===== config.mk =====
export PLATFORM = sky130hd
export DESIGN_NAME = fdiv_seq
export DESIGN_NICKNAME = d
export VERILOG_FILES = /design/src/rtl/fdiv_seq.sv
export SDC_FILE = /design/constraint.sdc
export NUM_CORES = 1
export LEC_CHECK = 0
export CAP_MARGIN = 40
export CORE_ASPECT_RATIO = 1.4
export CORE_UTILIZATION = 44
export CTS_CLUSTER_SIZE = 8
export DETAILED_ROUTE_END_ITERATION = 10
export GPL_ROUTABILITY_DRIVEN = 1
export GPL_TIMING_DRIVEN = 1
export PLACE_DENSITY = 0.82
export SLEW_MARGIN = 20
export SYNTH_ARGS = -nofsm -noshare
export SYNTH_HDL_FRONTEND = slang
export SYNTH_SLANG_ARGS = --single-unit

===== constraint.sdc =====
create_clock -name clk -period 3.75 [get_ports clk]
set_input_delay 1.125 -clock clk [delete_from_list [all_inputs] [get_ports clk]]
set_output_delay 1.125 -clock clk [all_outputs]
set_load 0.01 [all_outputs]

===== src/rtl/fdiv_seq.sv =====
// Sequencer for x/y = x * (1/y) over the shared reciprocal ROM and multiplier.
// Optional status flags {dz, uf, busy} are built when FDIV_SEQ_FLAGS_EN is defined.
//
// state | meaning
// IDLE  | ready for operands
// INV   | waiting on the reciprocal ROM, then rebuilding the exponent of 1/y
// MUL   | x and 1/y presented to the multiplier
// DONE  | quotient valid, held until out_ready
module fdiv_seq #(
  parameter int INV_WAIT = 2,
  parameter int MUL_WAIT = 1
) (
  input  logic        clk,
  input  logic        rstn,
  input  logic        in_valid,
  output logic        in_ready,
  input  logic [31:0] in_x,
  input  logic [31:0] in_y,
  output logic        out_valid,
  input  logic        out_ready,
  output logic [31:0] out_q,
  output logic [22:0] finv_m,
  input  logic [31:0] finv_res,
  output logic [31:0] fmul_x,
  output logic [31:0] fmul_y,
  input  logic [31:0] fmul_res
`ifdef FDIV_SEQ_FLAGS_EN
  ,
  output logic [2:0]  flags
`endif
);

  localparam int CNT_MAX = (INV_WAIT > MUL_WAIT) ? INV_WAIT : MUL_WAIT;
  localparam int CW      = (CNT_MAX < 2) ? 1 : $clog2(CNT_MAX);

  typedef enum logic [1:0] {
    IDLE = 2'd0,
    INV  = 2'd1,
    MUL  = 2'd2,
    DONE = 2'd3
  } state_t;

  state_t        state_q, state_d;
  logic [CW-1:0] cnt_q, cnt_d;
  logic [31:0]   x_q, x_d;
  logic          sy_q, sy_d;
  logic [7:0]    ey_q, ey_d;
  logic [31:0]   inv_q, inv_d;
  logic [22:0]   finv_m_q, finv_m_d;
  logic [31:0]   quo_q, quo_d;
  logic signed [9:0] e;
  logic          s_in;
`ifdef FDIV_SEQ_FLAGS_EN
  logic          dz_q, dz_d;
  logic          uf_q, uf_d;
`endif

  always_ff @(posedge clk or negedge rstn) begin
    if (!rstn) begin
      state_q  <= IDLE;
      cnt_q    <= '0;
      x_q      <= '0;
      sy_q     <= 1'b0;
      ey_q     <= '0;
      inv_q    <= '0;
      finv_m_q <= '0;
      quo_q    <= '0;
`ifdef FDIV_SEQ_FLAGS_EN
      dz_q     <= 1'b0;
      uf_q     <= 1'b0;
`endif
    end else begin
      state_q  <= state_d;
      cnt_q    <= cnt_d;
      x_q      <= x_d;
      sy_q     <= sy_d;
      ey_q     <= ey_d;
      inv_q    <= inv_d;
      finv_m_q <= finv_m_d;
      quo_q    <= quo_d;
`ifdef FDIV_SEQ_FLAGS_EN
      dz_q     <= dz_d;
      uf_q     <= uf_d;
`endif
    end
  end

  always_comb begin
    state_d  = state_q;
    cnt_d    = cnt_q;
    x_d      = x_q;
    sy_d     = sy_q;
    ey_d     = ey_q;
    inv_d    = inv_q;
    finv_m_d = finv_m_q;
    quo_d    = quo_q;
`ifdef FDIV_SEQ_FLAGS_EN
    dz_d     = dz_q;
    uf_d     = uf_q;
`endif
    s_in     = in_x[31] ^ in_y[31];
    // ROM returns exponent 126/127 for 1/(1.m); rebias it against y's exponent
    e = $signed({2'b00, finv_res[30:23]}) + 10'sd127 - $signed({2'b00, ey_q});

    case (state_q)
      IDLE: begin
        if (in_valid) begin
          x_d      = in_x;
          sy_d     = in_y[31];
          ey_d     = in_y[30:23];
          finv_m_d = in_y[22:0];
          cnt_d    = CW'(INV_WAIT - 1);
          if (in_y[30:23] == 8'h00) begin
            quo_d   = {s_in, 8'hFF, 23'h0};
            state_d = DONE;
`ifdef FDIV_SEQ_FLAGS_EN
            dz_d    = 1'b1;
`endif
          end else if (in_x[30:23] == 8'h00) begin
            quo_d   = {s_in, 31'h0};
            state_d = DONE;
          end else begin
            state_d = INV;
          end
        end
      end
      INV: begin
        if (cnt_q == '0) begin
          if (e <= 10'sd0) begin
            quo_d   = {x_q[31] ^ sy_q, 31'h0};
            state_d = DONE;
`ifdef FDIV_SEQ_FLAGS_EN
            uf_d    = 1'b1;
`endif
          end else begin
            inv_d   = {sy_q, e[7:0], finv_res[22:0]};
            cnt_d   = CW'(MUL_WAIT - 1);
            state_d = MUL;
          end
        end else begin
          cnt_d = cnt_q - 1'b1;
        end
      end
      MUL: begin
        if (cnt_q == '0) begin
          quo_d   = fmul_res;
          state_d = DONE;
        end else begin
          cnt_d = cnt_q - 1'b1;
        end
      end
      DONE: begin
        if (out_ready) begin
          state_d = IDLE;
`ifdef FDIV_SEQ_FLAGS_EN
          dz_d    = 1'b0;
          uf_d    = 1'b0;
`endif
        end
      end
      default: state_d = IDLE;
    endcase
  end

  assign in_ready  = (state_q == IDLE);
  assign out_valid = (state_q == DONE);
  assign out_q     = quo_q;
  assign finv_m    = finv_m_q;
  assign fmul_x    = (state_q == MUL) ? x_q   : 32'h0;
  assign fmul_y    = (state_q == MUL) ? inv_q : 32'h0;
`ifdef FDIV_SEQ_FLAGS_EN
  assign flags     = {dz_q, uf_q, (state_q != IDLE)};
`endif

endmodule


# ---- After elaboration in Yosys (flattened, before gate mapping)
# Cells that the tools add are included.
dict set report word_totals {
  register_bits 131
  inputBits 132
  wordCells 56
}
dict set report classes {
  add_sub_neg 3
  order_cmp 1
  eq_ne 9
  muxes 20
  n_bitwise 4
  n_reduce_logical 11
}
# op n
set op_table {}
lappend op_table {{$mux 32} 8}
lappend op_table {{$pmux 32 s3} 1}
lappend op_table {{$logic_not 8->1} 2}
lappend op_table {{$mux 2} 6}
lappend op_table {{$le 10x1->1 const B} 1}
lappend op_table {{$sub 9x8->10} 1}
lappend op_table {{$add 8x7->9 const B} 1}
lappend op_table {{$ne 2x2->1 const B} 4}
lappend op_table {{$pmux 2 s4} 1}
lappend op_table {{$reduce_and 6->1} 1}
lappend op_table {{$eq 2x2->1 const B} 2}
lappend op_table {{$reduce_and 2->1} 2}
lappend op_table {{$reduce_and 4->1} 1}
lappend op_table {{$mux 1} 3}
lappend op_table {{$ne 3x1->1 const B} 1}
lappend op_table {{$reduce_and 3->1} 1}
lappend op_table {{$reduce_bool 3->1} 1}
lappend op_table {{$eq 2x1->1 const B} 1}
lappend op_table {{$logic_not 2->1} 1}
lappend op_table {{$ne 2x1->1 const B} 1}
lappend op_table {{$not 1->1} 2}
lappend op_table {{$pmux 1 s2} 1}
lappend op_table {{$reduce_bool 2->1} 1}
lappend op_table {{$reduce_or 2->1} 1}
lappend op_table {{other kinds (2)} 3}

# ---- Depth between registers and ports, before layout
# Gate-level depths: netlist of run 1.
dict set report depth {
  ltp_word 6
  depth_mapped 14
  ltp_nobuf 12
}

# ---- Worst setup path after synthesis of run 1
# Ideal clock, no wire load.
dict set report synth_path {
  path_type {input to register}
  start {input finv_res[24]}
  end {register quo_q[31], in the netlist out_q[31]}
  setup_time_ns 0.125
  t_arrival_ns 4.084
  required_time_ns 3.625
  path_slack_ns -0.459
  stages 12
  path_buffers 1
  cell_sequence {ha_1 ha_1 inv_1 fa_1 xnor2_1 nor3_1 nand2_1 or4_4 o311a_1 or4b_1 buf_6 mux2_4}
}
dict set report synth_between {
  elab_chain_len 5
}
# element line
set synth_lines {}
lappend synth_lines {{from (decl)} 23} ;# input logic [31:0] finv_res,
lappend synth_lines {{$add 8x7->9} 103} ;# e = $signed({2'b00, finv_res[30:23]}) + 10'sd127 - $signed({2'b00, ey_q});
lappend synth_lines {{$sub 9x8->10} 103}
lappend synth_lines {{$le 10x1->1} 129} ;# if (e <= 10'sd0) begin
lappend synth_lines {{$ne 2x2->1 (no line)} -}
lappend synth_lines {{$reduce_and 6->1 (no line)} -}
lappend synth_lines {{to (signal assigned)} 80} ;# quo_q <= quo_d;
lappend synth_lines {{to (decl)} 50} ;# logic [31:0] quo_q, quo_d;
# No other way between the ends.
# A chain may end at the register's enable or synchronous reset.

# ---- Worst setup path after layout of run 1
dict set report layout_path {
  start {input finv_res[27]}
  end {register quo_q[24], in the netlist out_q[24]}
}
# The elaborated chain is that of the path after synthesis.

==> results of run 1 <==
metrics by stage:
stage / setup slack (ns) / utilization (%) / total power [uW]
floorplan: -0.414 / - / 4970
global placement: -1.10 / 66.6 / 6520
detailed placement: -1.17 / 66.8 / 6750
CTS: -0.198 / 72.9 / 8830
global route: -0.398 / 74.0 / 9620
finish: -0.389 / 74.0 / 9100
worst register-to-register path, cell delays in order, from the launching register on:
cell,delay (ns)
sky130_fd_sc_hd__dfrtp_1,0.34
sky130_fd_sc_hd__inv_1,0.07
sky130_fd_sc_hd__ha_4,0.27
sky130_fd_sc_hd__ha_4,0.13
sky130_fd_sc_hd__inv_2,0.03
sky130_fd_sc_hd__fa_2,0.36
sky130_fd_sc_hd__nand2b_4,0.16
sky130_fd_sc_hd__a21oi_2,0.13
sky130_fd_sc_hd__xor2_1,0.10
sky130_fd_sc_hd__or4_4,0.53
sky130_fd_sc_hd__o311a_1,0.32
sky130_fd_sc_hd__or4b_4,0.67
sky130_fd_sc_hd__clkbuf_16,0.23
sky130_fd_sc_hd__mux2i_1,0.19
cell usage after synthesis (all sizes together):
cell / instances / area share (%)
a211oi: 1 / 0.20
a21o: 1 / 0.12
a21oi: 15 / 1.3
a22oi: 1 / 0.12
a31oi: 1 / 0.10
a41oi: 1 / 0.14
and2: 65 / 6.6
buf: 8 / 1.4
clkbuf: 17 / 1.0
dfrtp: 131 / 53
fa: 1 / 0.32
ha: 20 / 4.0
inv: 48 / 2.9
mux2: 96 / 18
mux2i: 32 / 5.2
nand2: 29 / 1.8
nand2b: 2 / 0.20
nand3: 1 / 0.081
nand3b: 1 / 0.12
nor2: 7 / 0.42
nor2b: 1 / 0.10
nor3: 2 / 0.16
nor4: 5 / 0.51
o211ai: 1 / 0.12
o21ai: 5 / 0.40
o311a: 2 / 0.32
o31a: 1 / 0.14
o31ai: 1 / 0.20
or2: 1 / 0.10
or3b: 1 / 0.14
or4: 1 / 0.18
or4b: 1 / 0.16
xnor2: 2 / 0.28
xor2: 5 / 0.71
placed cells by master, fill, tap and decap left out, types with 3 or more instances in the layout:
cell type | netlist | layout
sky130_fd_sc_hd__a21oi_1 | 14 | 13
sky130_fd_sc_hd__mux2_4 | 1 | 7
sky130_fd_sc_hd__clkbuf_16 | 0 | 20
sky130_fd_sc_hd__mux2i_2 | 0 | 3
sky130_fd_sc_hd__nand2_1 | 29 | 28
sky130_fd_sc_hd__mux2i_1 | 32 | 29
sky130_fd_sc_hd__inv_1 | 48 | 46
sky130_fd_sc_hd__buf_12 | 3 | 7
sky130_fd_sc_hd__buf_16 | 0 | 4
sky130_fd_sc_hd__dlygate4sd2_1 | 0 | 3
sky130_fd_sc_hd__ha_1 | 20 | 8
sky130_fd_sc_hd__o21ai_0 | 5 | 5
sky130_fd_sc_hd__ha_4 | 0 | 12
sky130_fd_sc_hd__xor2_1 | 5 | 5
sky130_fd_sc_hd__mux2_2 | 89 | 89
sky130_fd_sc_hd__clkdlybuf4s50_1 | 0 | 244
sky130_fd_sc_hd__dfrtp_1 | 131 | 131
sky130_fd_sc_hd__nor4_1 | 5 | 5
sky130_fd_sc_hd__clkinvlp_4 | 0 | 5
sky130_fd_sc_hd__buf_4 | 0 | 19
sky130_fd_sc_hd__nor2_1 | 7 | 6
sky130_fd_sc_hd__and2_1 | 64 | 64
final timing paths:
kind	startpoint	endpoint	cells past startpoint
worst max-delay path	finv_res[27]	out_q[24]$_DFFE_PN0P_	12
worst min-delay path	inv_q[21]$_DFFE_PN0P_	inv_q[21]$_DFFE_PN0P_	1
worst max register to register	ey_q[1]$_DFFE_PN0P_	out_q[24]$_DFFE_PN0P_	13
worst min register to register	inv_q[21]$_DFFE_PN0P_	inv_q[21]$_DFFE_PN0P_	1
max in group asynchronous	rstn	x_q[6]$_DFFE_PN0P_	2
min in group asynchronous	rstn	out_q[6]$_DFFE_PN0P_	2
sequential cells by signal, indices dropped and copies added, names as in the netlist:
signal	flops
inv_q	32
out_q	32
x_q	32
finv_m	23
ey_q	8
state_q	2
cnt_q	1
sy_q	1
cell families after synthesis:
group	after synthesis	synth area share (%)
flip-flops	131	53.0
multiplexers	128	22.7
AND/OR/NAND/NOR	117	10.5
buffers and inverters	73	5.34
AO/OA/AOI/OAI	30	3.15
adder cells (fa/ha/maj)	21	4.37
XOR/XNOR	7	0.990
metal layers:
| layer | routed length (um) | GRT usage [%] | vias to the layer above |
|---|---|---|---|
| li1 | - | - | 2241 |
| met1 | 6000 | 23.4 | 2391 |
| met2 | 9750 | 44.3 | 218 |
| met3 | 1380 | 7.96 | 36 |
| met4 | 524 | 11.2 | 0 |
| met5 | 0 | 0 | - |
power groups by stage:
| stage | clock (uW) | combinational (uW) | sequential (uW) |
|---|---|---|---|
| final | 1610 | 4970 | 2530 |
| after global routing | 1700 | 5310 | 2610 |
| after CTS | 1640 | 4670 | 2520 |
| after detailed placement | 0 | 4210 | 2540 |
| after global placement | 0 | 4030 | 2480 |
| after floorplan | 0 | 2390 | 2580 |
layout make-up:
| cell class | instances | area, um2 |
|---|---|---|
| clock inverter | 12 | 134 |
| tap | 182 | 228 |
| multi-input combinational | 303 | 2820 |
| inverter | 48 | 180 |
| timing repair buffer | 283 | 2960 |
| clock buffer | 19 | 443 |
| sequential | 131 | 3280 |
| fill | 900 | 3530 |
timing repair:
action                                  CTS  global route
pin swaps                                22             3
hold buffers                              0             0
resized for setup                        31             7
buffers inserted                          5             3
gates cloned                              3             3
endpoints found under the setup margin   63            72
==> results_dict.tcl, run 1 <==
set metrics [dict create \
    first_global_vias 5404 \
    place_hpwl_mm 11.9 \
    ys_seq_elements 131 \
    drv_cap 0 \
    grt-ovfl-total 0 \
    netSwitchingFraction_pct 33.2 \
    endpoint_kind "flop" \
    fin_area_um2 10000 \
    fmax_ghz 0.242 \
    ant_nets 0 \
    final-max-slew-violation-count 0 \
    number_of_input_and_output_port_buffers_inserted 251 \
    die-width_um 102 \
    h_tree_lvl_count 4 \
    synth_fp_nets 660 \
    synth.yosys.seq_area_share_pct 53.0 \
    timing.setup.tns_ns -15.45 \
    final_min_period_over_clock_period_pct 110 \
    crit_required_ns 4.06 \
    power.density_nw_per_um2 906 \
    drive_above_1_share_pct 24.6 \
    clock_skew_ns 0.00840 \
    intPower_uw 6080 \
    drc 0 \
    count_of_cell_types_in_the_netlist 40 \
    track_usage_pct 23.9 \
    core_area_um2 13600 \
    grt_max_degree 76 \
    ys.warnings.count 0 \
    min-delay-path-class "flop to flop" \
    drt_first_iter_violations 76 \
    cts_tree "built" \
    synthesis.area_um2 6190 \
    share_clk_of_total_power_pct 17.7 \
    drt-vias-per-instance 5.00 \
    drtPass1Iterations 4 \
    numClockSinks 131 \
    seqPwrFrac_pct 27.8 \
    comb_power_share_pct 54.6 \
    timing.reg2reg.setup_slack_ns 0.12 \
    tightestPinTransition_ns 0.723 \
    layout_min_cycle_time_ns 4.14 \
    violations "negative setup slack" \
    final-instance-count-excl-fill 978 \
    antenna_found_initial 0 \
    fin_hold_ws_ns 0.497 \
    die_h_um 142 \
    finalHoldViolations 0 \
    n_antenna_cell 0 \
    critPathMaxStageDelay_ns 0.67 \
    fin_ws_ns -0.389 \
    path_buf_inv 3 \
    clock_root_cell "sky130_fd_sc_hd__clkbuf_16" \
    path_max_fanout 7 \
    start_util_pct 45.6 \
    grt_first_pass_wirelength_mm 26.3 \
    slew-limit-headroom_pct 51.8 \
    place_area_um2 9060 \
    grt_setup_unrepaired "yes" \
    net-switching-power_uw 3030 \
    worst_ep_arrival_time_ns 4.45 \
    critical_path.cell_chain "dlygate4sd2_1, ha_4, ha_4, buf_4, o21ai_0, a21oi_1, o311a_1, or3b_2, o311a_1, or4b_4, clkbuf_16, mux2i_1" \
    final-setup-viol-count 64 \
    timing.critical_path.slowest_stage_cell "sky130_fd_sc_hd__or4b_4" \
    post_synthesis_average_cell_area_um2 12.2 \
    worst_path_dominant_cell_family "simple AND/OR/NAND/NOR gates" \
    synthesized_instance_count 507 \
    dieArea_um2 14600 \
    ports 253 \
    syn_to_final_growth_pct 62.3 \
    vdd_drop_max_v 0.000489 \
    cts_buffer_depth 2 \
    run_status "complete, but fails checks" \
    routed_wl_mm 17.7 \
    path_clk_slew_ns 0.06 \
    via_total_after_detailed_routing 4886 \
    place.gp.congestion 0.801 \
    num_rows 50 \
    cts_inserted_buffers 17 \
    worstSkewPairLatency_ns 0.40 \
    timing_worst_setup_path_type "primary input to flop" \
    leakage_uw 0.00434 \
    critical_path.startpoint_type "primary input" \
    placedCellCount 933 \
    wl_per_cell_um 18.1 \
    final_nets 937 \
]
(Power assumes the default switching activity.)
==> run 2: changes to the inputs <==
--- a/config.mk
+++ b/config.mk
@@ -17,3 +17,4 @@
 export SYNTH_ARGS = -nofsm -noshare
 export SYNTH_HDL_FRONTEND = slang
 export SYNTH_SLANG_ARGS = --single-unit
+export TNS_END_PERCENT = 10
==> results_dict.tcl, run 2 (synthesis results as in run 1) <==
set metrics [dict create \
    core_area_um2 13600 \
    drive_above_1_share_pct 23.6 \
    place_hpwl_mm 12.3 \
    maxUsedRoutingLayer "met4" \
    layout_min_cycle_time_ns 4.10 \
    most-common-layout-cells "243 x sky130_fd_sc_hd__clkdlybuf4s50_1, 131 x sky130_fd_sc_hd__dfrtp_1, 89 x sky130_fd_sc_hd__mux2_2, 64 x sky130_fd_sc_hd__and2_1, 46 x sky130_fd_sc_hd__inv_1" \
    cts_buffer_depth 2 \
    crit_required_ns 4.05 \
    drv_cap 0 \
    cts_tree "built" \
    critPathMaxStageDelay_ns 0.58 \
    grt_setup_unrepaired "yes" \
    final-max-slew-violation-count 0 \
    fin_hold_ws_ns 0.480 \
    vdd_drop_max_v 0.000483 \
    slew-limit-headroom_pct 58.0 \
    worstSkewPairLatency_ns 0.41 \
    critical_path.cell_chain "clkdlybuf4s50_1, ha_4, ha_4, or2_2, o311a_1, or3b_2, o311a_1, or4b_4, buf_6, buf_12, mux2i_1" \
    violations "negative setup slack" \
    n_antenna_cell 0 \
    wl_met1_mm 6.10 \
    final-setup-viol-count 32 \
    antenna_found_initial 0 \
    multiInputGateArea_um2 2800 \
    endpoint_kind "flop" \
    dieArea_um2 14600 \
    drc 0 \
    met3WireLength_mm 1.35 \
    syn_to_final_growth_pct 60.9 \
    grt_first_pass_wirelength_mm 27.0 \
    number_of_input_and_output_port_buffers_inserted 251 \
    num_rows 50 \
    run_status "complete, but fails checks" \
    die-width_um 102 \
    final_min_period_over_clock_period_pct 109 \
    tightestPinTransition_ns 0.628 \
    place.gp.congestion 0.875 \
    fmax_ghz 0.244 \
    cts_inserted_buffers 17 \
    timing.hold.worst.start "inv_q[22]$_DFFE_PN0P_" \
    final_nets 932 \
    timing_worst_setup_path_type "primary input to flop" \
    worst_path_dominant_cell_family "simple AND/OR/NAND/NOR gates" \
    drtPass1Iterations 4 \
    critical_path.startpoint "finv_res[29]" \
    grt-ovfl-total 0 \
    ant_nets 0 \
    leakage_uw 0.00433 \
    path_buf_inv 3 \
    timing.critical_path.slowest_stage_cell "sky130_fd_sc_hd__or4b_4" \
    post_cts_hold_buffer_count 0 \
    final-instance-count-excl-fill 973 \
    finalHoldViolations 0 \
    power.density_nw_per_um2 893 \
    clock_skew_ns 0.0138 \
    drt-vias-per-instance 5.00 \
    worst_ep_arrival_time_ns 4.40 \
    nFillCells 934 \
    track_usage_pct 24.5 \
    wl_met2_mm 9.48 \
    drt_first_iter_violations 102 \
    h_tree_lvl_count 4 \
    path_clk_slew_ns 0.06 \
    final-seq-area_um2 3280 \
    min-delay-path-class "flop to flop" \
    path_max_fanout 8 \
    fin_ws_ns -0.354 \
    routed_wl_mm 17.5 \
    grt_max_degree 67 \
    final_common_cell "sky130_fd_sc_hd__clkdlybuf4s50_1" \
    finish.utilization_pct 73.4 \
    via_total_after_detailed_routing 4865 \
    first_global_vias 5496 \
    placedCellCount 933 \
    die_h_um 142 \
    numClockSinks 131 \
    start_util_pct 45.6 \
    clock_root_cell "sky130_fd_sc_hd__clkbuf_16" \
    critical_path.startpoint_type "primary input" \
    wl_per_cell_um 18.0 \
    ports 253 \
    reg_to_reg_start "ey_q[1]$_DFFE_PN0P_" \
]
-- run 2: cell types whose count changed in the layout (fill, tap and decap cells not counted), sizes merged --
| cell | previous run | this run |
|---|---|---|
| clkdlybuf4s15 | 1 | 0 |
| clkinvlp | 5 | 2 |
| buf | 32 | 29 |
| clkinv | 4 | 7 |
| clkbuf | 22 | 20 |
| clkdlybuf4s50 | 244 | 243 |
| bufinv | 2 | 3 |
| dlymetal6s2s | 0 | 1 |
-- run 2: repair_timing --
action,in CTS,in global routing
setup buffers,4,2
endpoints found under the hold margin,0,0
setup endpoints to repair,64,96
cloned,2,1
resized for setup,33,10
pin swaps,21,2
-- run 2: through the flow --
stage	instance area [um2]	setup TNS (ns)	worst slack, ns	total power, uW
6_report	9960	-7.85	-0.354	8890
5_1_grt	9960	-8.29	-0.349	9410
4_1_cts	9860	-6.11	-0.232	8770
3_5_place_dp	9050	-60.01	-1.18	6700
3_3_place_gp	9030	-65.83	-1.10	6450
2_1_floorplan	6240	-18.55	-0.414	4880
-- run 2: path summary, 6_finish.rpt --
| path | end | slack (ns) | cells after the start |
|---|---|---|---|
| hold / removal | inv_q[22]$_DFFE_PN0P_ | 0.48 | 1 |
| setup reg to reg | out_q[11]$_DFFE_PN0P_ | 0.08 | 14 |
| hold reg to reg | inv_q[22]$_DFFE_PN0P_ | 0.48 | 1 |
| min in group asynchronous | out_q[21]$_DFFE_PN0P_ | 0.54 | 1 |
| setup / recovery | out_q[11]$_DFFE_PN0P_ | -0.35 | 11 |
| max in group asynchronous | out_q[9]$_DFFE_PN0P_ | 2.34 | 3 |
-- run 2: where the power goes --
group / leakage (uW) / total, uW / switching, uW / internal (uW)
registers: 0.00160 / 2520 / 378 / 2140
clock network: 0.000292 / 1680 / 625 / 1060
logic: 0.00243 / 4690 / 1950 / 2740
total: 0.00433 / 8890 / 2950 / 5940
-- run 2: metal layers --
layer  global-route usage [%]  vias up
met5                        0        -
met3                     7.37       48
met4                     12.7        0
met2                     44.8      220
met1                     24.5     2365
li1                         -     2232
-- run 2: layout make-up --
class                           instances  share of cell area, %
Clock inverter                         13                   1.61
Clock buffer                           18                   4.41
Sequential cell                       131                   32.9
Multi-Input combinational cell        303                   28.1
Timing Repair Buffer                  278                   28.9
Tap cell                              182                   2.29
Inverter                               48                   1.81
==> run 3: changes to the inputs <==
--- a/config.mk
+++ b/config.mk
@@ -8,11 +8,11 @@
 export CAP_MARGIN = 40
 export CORE_ASPECT_RATIO = 1.4
 export CORE_UTILIZATION = 44
-export CTS_CLUSTER_SIZE = 8
 export DETAILED_ROUTE_END_ITERATION = 10
 export GPL_ROUTABILITY_DRIVEN = 1
 export GPL_TIMING_DRIVEN = 1
 export PLACE_DENSITY = 0.82
+export SKIP_CTS_REPAIR_TIMING = 1
 export SLEW_MARGIN = 20
 export SYNTH_ARGS = -nofsm -noshare
 export SYNTH_HDL_FRONTEND = slang
==> results_dict.tcl, run 3 (synthesis results as in run 1) <==
set metrics [dict create \
    num_rows 50 \
    ant_nets 0 \
    final-setup-viol-count 47 \
    via_total_after_detailed_routing 4852 \
    fmax_ghz 0.255 \
    cts_buffer_depth 2 \
    dieArea_um2 14600 \
    drtPass1Iterations 4 \
    final-seq-area_um2 3280 \
    timing_worst_setup_path_type "primary input to flop" \
    fin_area_um2 9920 \
    drt-vias-per-instance 5.00 \
    endpoint_kind "flop" \
    numClockSinks 131 \
    drv_cap 0 \
    start_util_pct 45.6 \
    critPathMaxStageDelay_ns 0.58 \
    final-max-slew-violation-count 0 \
    crit_required_ns 4.04 \
    tightestPinTransition_ns 0.621 \
    place_area_um2 9050 \
    nFillCells 937 \
    drt_first_iter_violations 96 \
    finalPower_uw 8760 \
    grt_setup_unrepaired "yes" \
    number_of_input_and_output_port_buffers_inserted 251 \
    violations "negative setup slack" \
    reg_to_reg_start "ey_q[1]$_DFFE_PN0P_" \
    routed_wl_mm 17.1 \
    worst_ep_arrival_time_ns 4.21 \
    finalHoldViolations 0 \
    final_min_period_over_clock_period_pct 105 \
    place.gp.congestion 0.875 \
    final_nets 930 \
    min-delay-path-class "flop to flop" \
    cts_inserted_buffers 17 \
    clock_root_cell "sky130_fd_sc_hd__clkbuf_16" \
    n_antenna_cell 0 \
    run_status "complete, but fails checks" \
    drive_above_1_share_pct 22.8 \
    path_max_fanout 8 \
    most-common-layout-cells "244 x sky130_fd_sc_hd__clkdlybuf4s50_1, 131 x sky130_fd_sc_hd__dfrtp_1, 89 x sky130_fd_sc_hd__mux2_2, 64 x sky130_fd_sc_hd__and2_1, 46 x sky130_fd_sc_hd__inv_1" \
    grt_max_degree 67 \
    place_hpwl_mm 12.3 \
    antenna_found_initial 0 \
    path_clk_slew_ns 0.06 \
    power.density_nw_per_um2 883 \
    fin_ws_ns -0.173 \
    critical_path.startpoint "finv_res[24]" \
    grt-ovfl-total 0 \
    layout_min_cycle_time_ns 3.92 \
    syn_to_final_growth_pct 60.3 \
    core_area_um2 13600 \
    die_h_um 142 \
    timing.hold.worst.start "inv_q[22]$_DFFE_PN0P_" \
    critical_path.most_common_cell "sky130_fd_sc_hd__ha_4" \
    leakage_uw 0.00433 \
    timing.critical_path.slowest_stage_cell "sky130_fd_sc_hd__or4b_4" \
    final_common_cell "sky130_fd_sc_hd__clkdlybuf4s50_1" \
    ports 253 \
    detailedPlace.worstSlack_ns -1.18 \
    critical_path.startpoint_type "primary input" \
    drc 0 \
    first_global_vias 5313 \
    slew-limit-headroom_pct 58.4 \
    h_tree_lvl_count 4 \
    track_usage_pct 23.4 \
    multiInputGateArea_um2 2800 \
    worstSkewPairLatency_ns 0.41 \
    grt_first_pass_wirelength_mm 25.9 \
    cts_tree "built" \
    vdd_drop_max_v 0.000486 \
    clock_skew_ns 0.00957 \
    critical_path.cell_chain "buf_6, ha_4, ha_4, inv_2, fa_2, xnor2_2, nor3_1, nand2_1, or4_4, o311a_1, or4b_4, clkbuf_16, mux2i_1" \
    wl_per_cell_um 17.6 \
    die-width_um 102 \
]
run 3: cell count changes in the layout (fill, tap and decap cells not counted), moves of 2 or more:
cell	before	now
sky130_fd_sc_hd__dlymetal6s2s_1	1	4
sky130_fd_sc_hd__buf_12	7	5
sky130_fd_sc_hd__mux2_4	3	1
sky130_fd_sc_hd__mux2_1	4	6
sky130_fd_sc_hd__clkbuf_16	18	20
sky130_fd_sc_hd__buf_16	3	1
sky130_fd_sc_hd__dlygate4sd2_1	3	0
run 3: worst paths after layout:
kind | endpoint | cells past startpoint | slack (ns)
max | out_q[29]$_DFFE_PN0P_ | 13 | -0.17
min reg2reg | inv_q[22]$_DFFE_PN0P_ | 1 | 0.48
max reg2reg | out_q[29]$_DFFE_PN0P_ | 12 | 0.19
min in group asynchronous | out_q[22]$_DFFE_PN0P_ | 1 | 0.54
min | inv_q[22]$_DFFE_PN0P_ | 1 | 0.48
max in group asynchronous | inv_q[29]$_DFFE_PN0P_ | 3 | 2.34
run 3: routing by layer:
layer  up-vias  global-route usage (%)  wire length (um)
li1       2220                       -                 -
met1      2382                    23.6              6030
met2       209                    42.7              9280
met3        41                    7.22              1270
met4         0                    11.9               556
met5         -                       0                 0
run 3: power by group:
part           switching (uW)  internal, uW
clock                     624          1060
combinational            1910          2650
sequential                372          2140
total                    2910          5850
run 3: final cells by class:
| cell class | instances | share of cell area [%] |
|---|---|---|
| inverters | 48 | 1.82 |
| clock inverters | 13 | 1.61 |
| flip-flops and latches | 131 | 33.0 |
| clock buffers | 18 | 4.43 |
| multi-input cells | 303 | 28.2 |
| well taps | 182 | 2.29 |
| repair buffers | 276 | 28.6 |
run 3: critical path, delay by kind of cell:
kind	cells	cell delay [ns]
adders and majority gates	3	0.75
xor gates and xnor gates	1	0.16
and+or+nand+nor	4	1.31
AOI/OAI and AO/OA	1	0.38
muxes	1	0.13
buffers and inverters	3	0.34
run 3: per-stage QoR:
step / setup TNS [ns] / instances / hold WS (ns) / utilization (%)
2_1_floorplan: -18.55 / 507 / 0.450 / -
3_3_place_gp: -65.83 / 932 / 0.461 / 66.5
3_5_place_dp: -60.01 / 933 / 0.470 / 66.7
4_1_cts: -31.84 / 964 / 0.483 / 71.1
5_1_grt: -8.20 / 971 / 0.494 / 73.1
6_report: -5.00 / 971 / 0.479 / 73.1
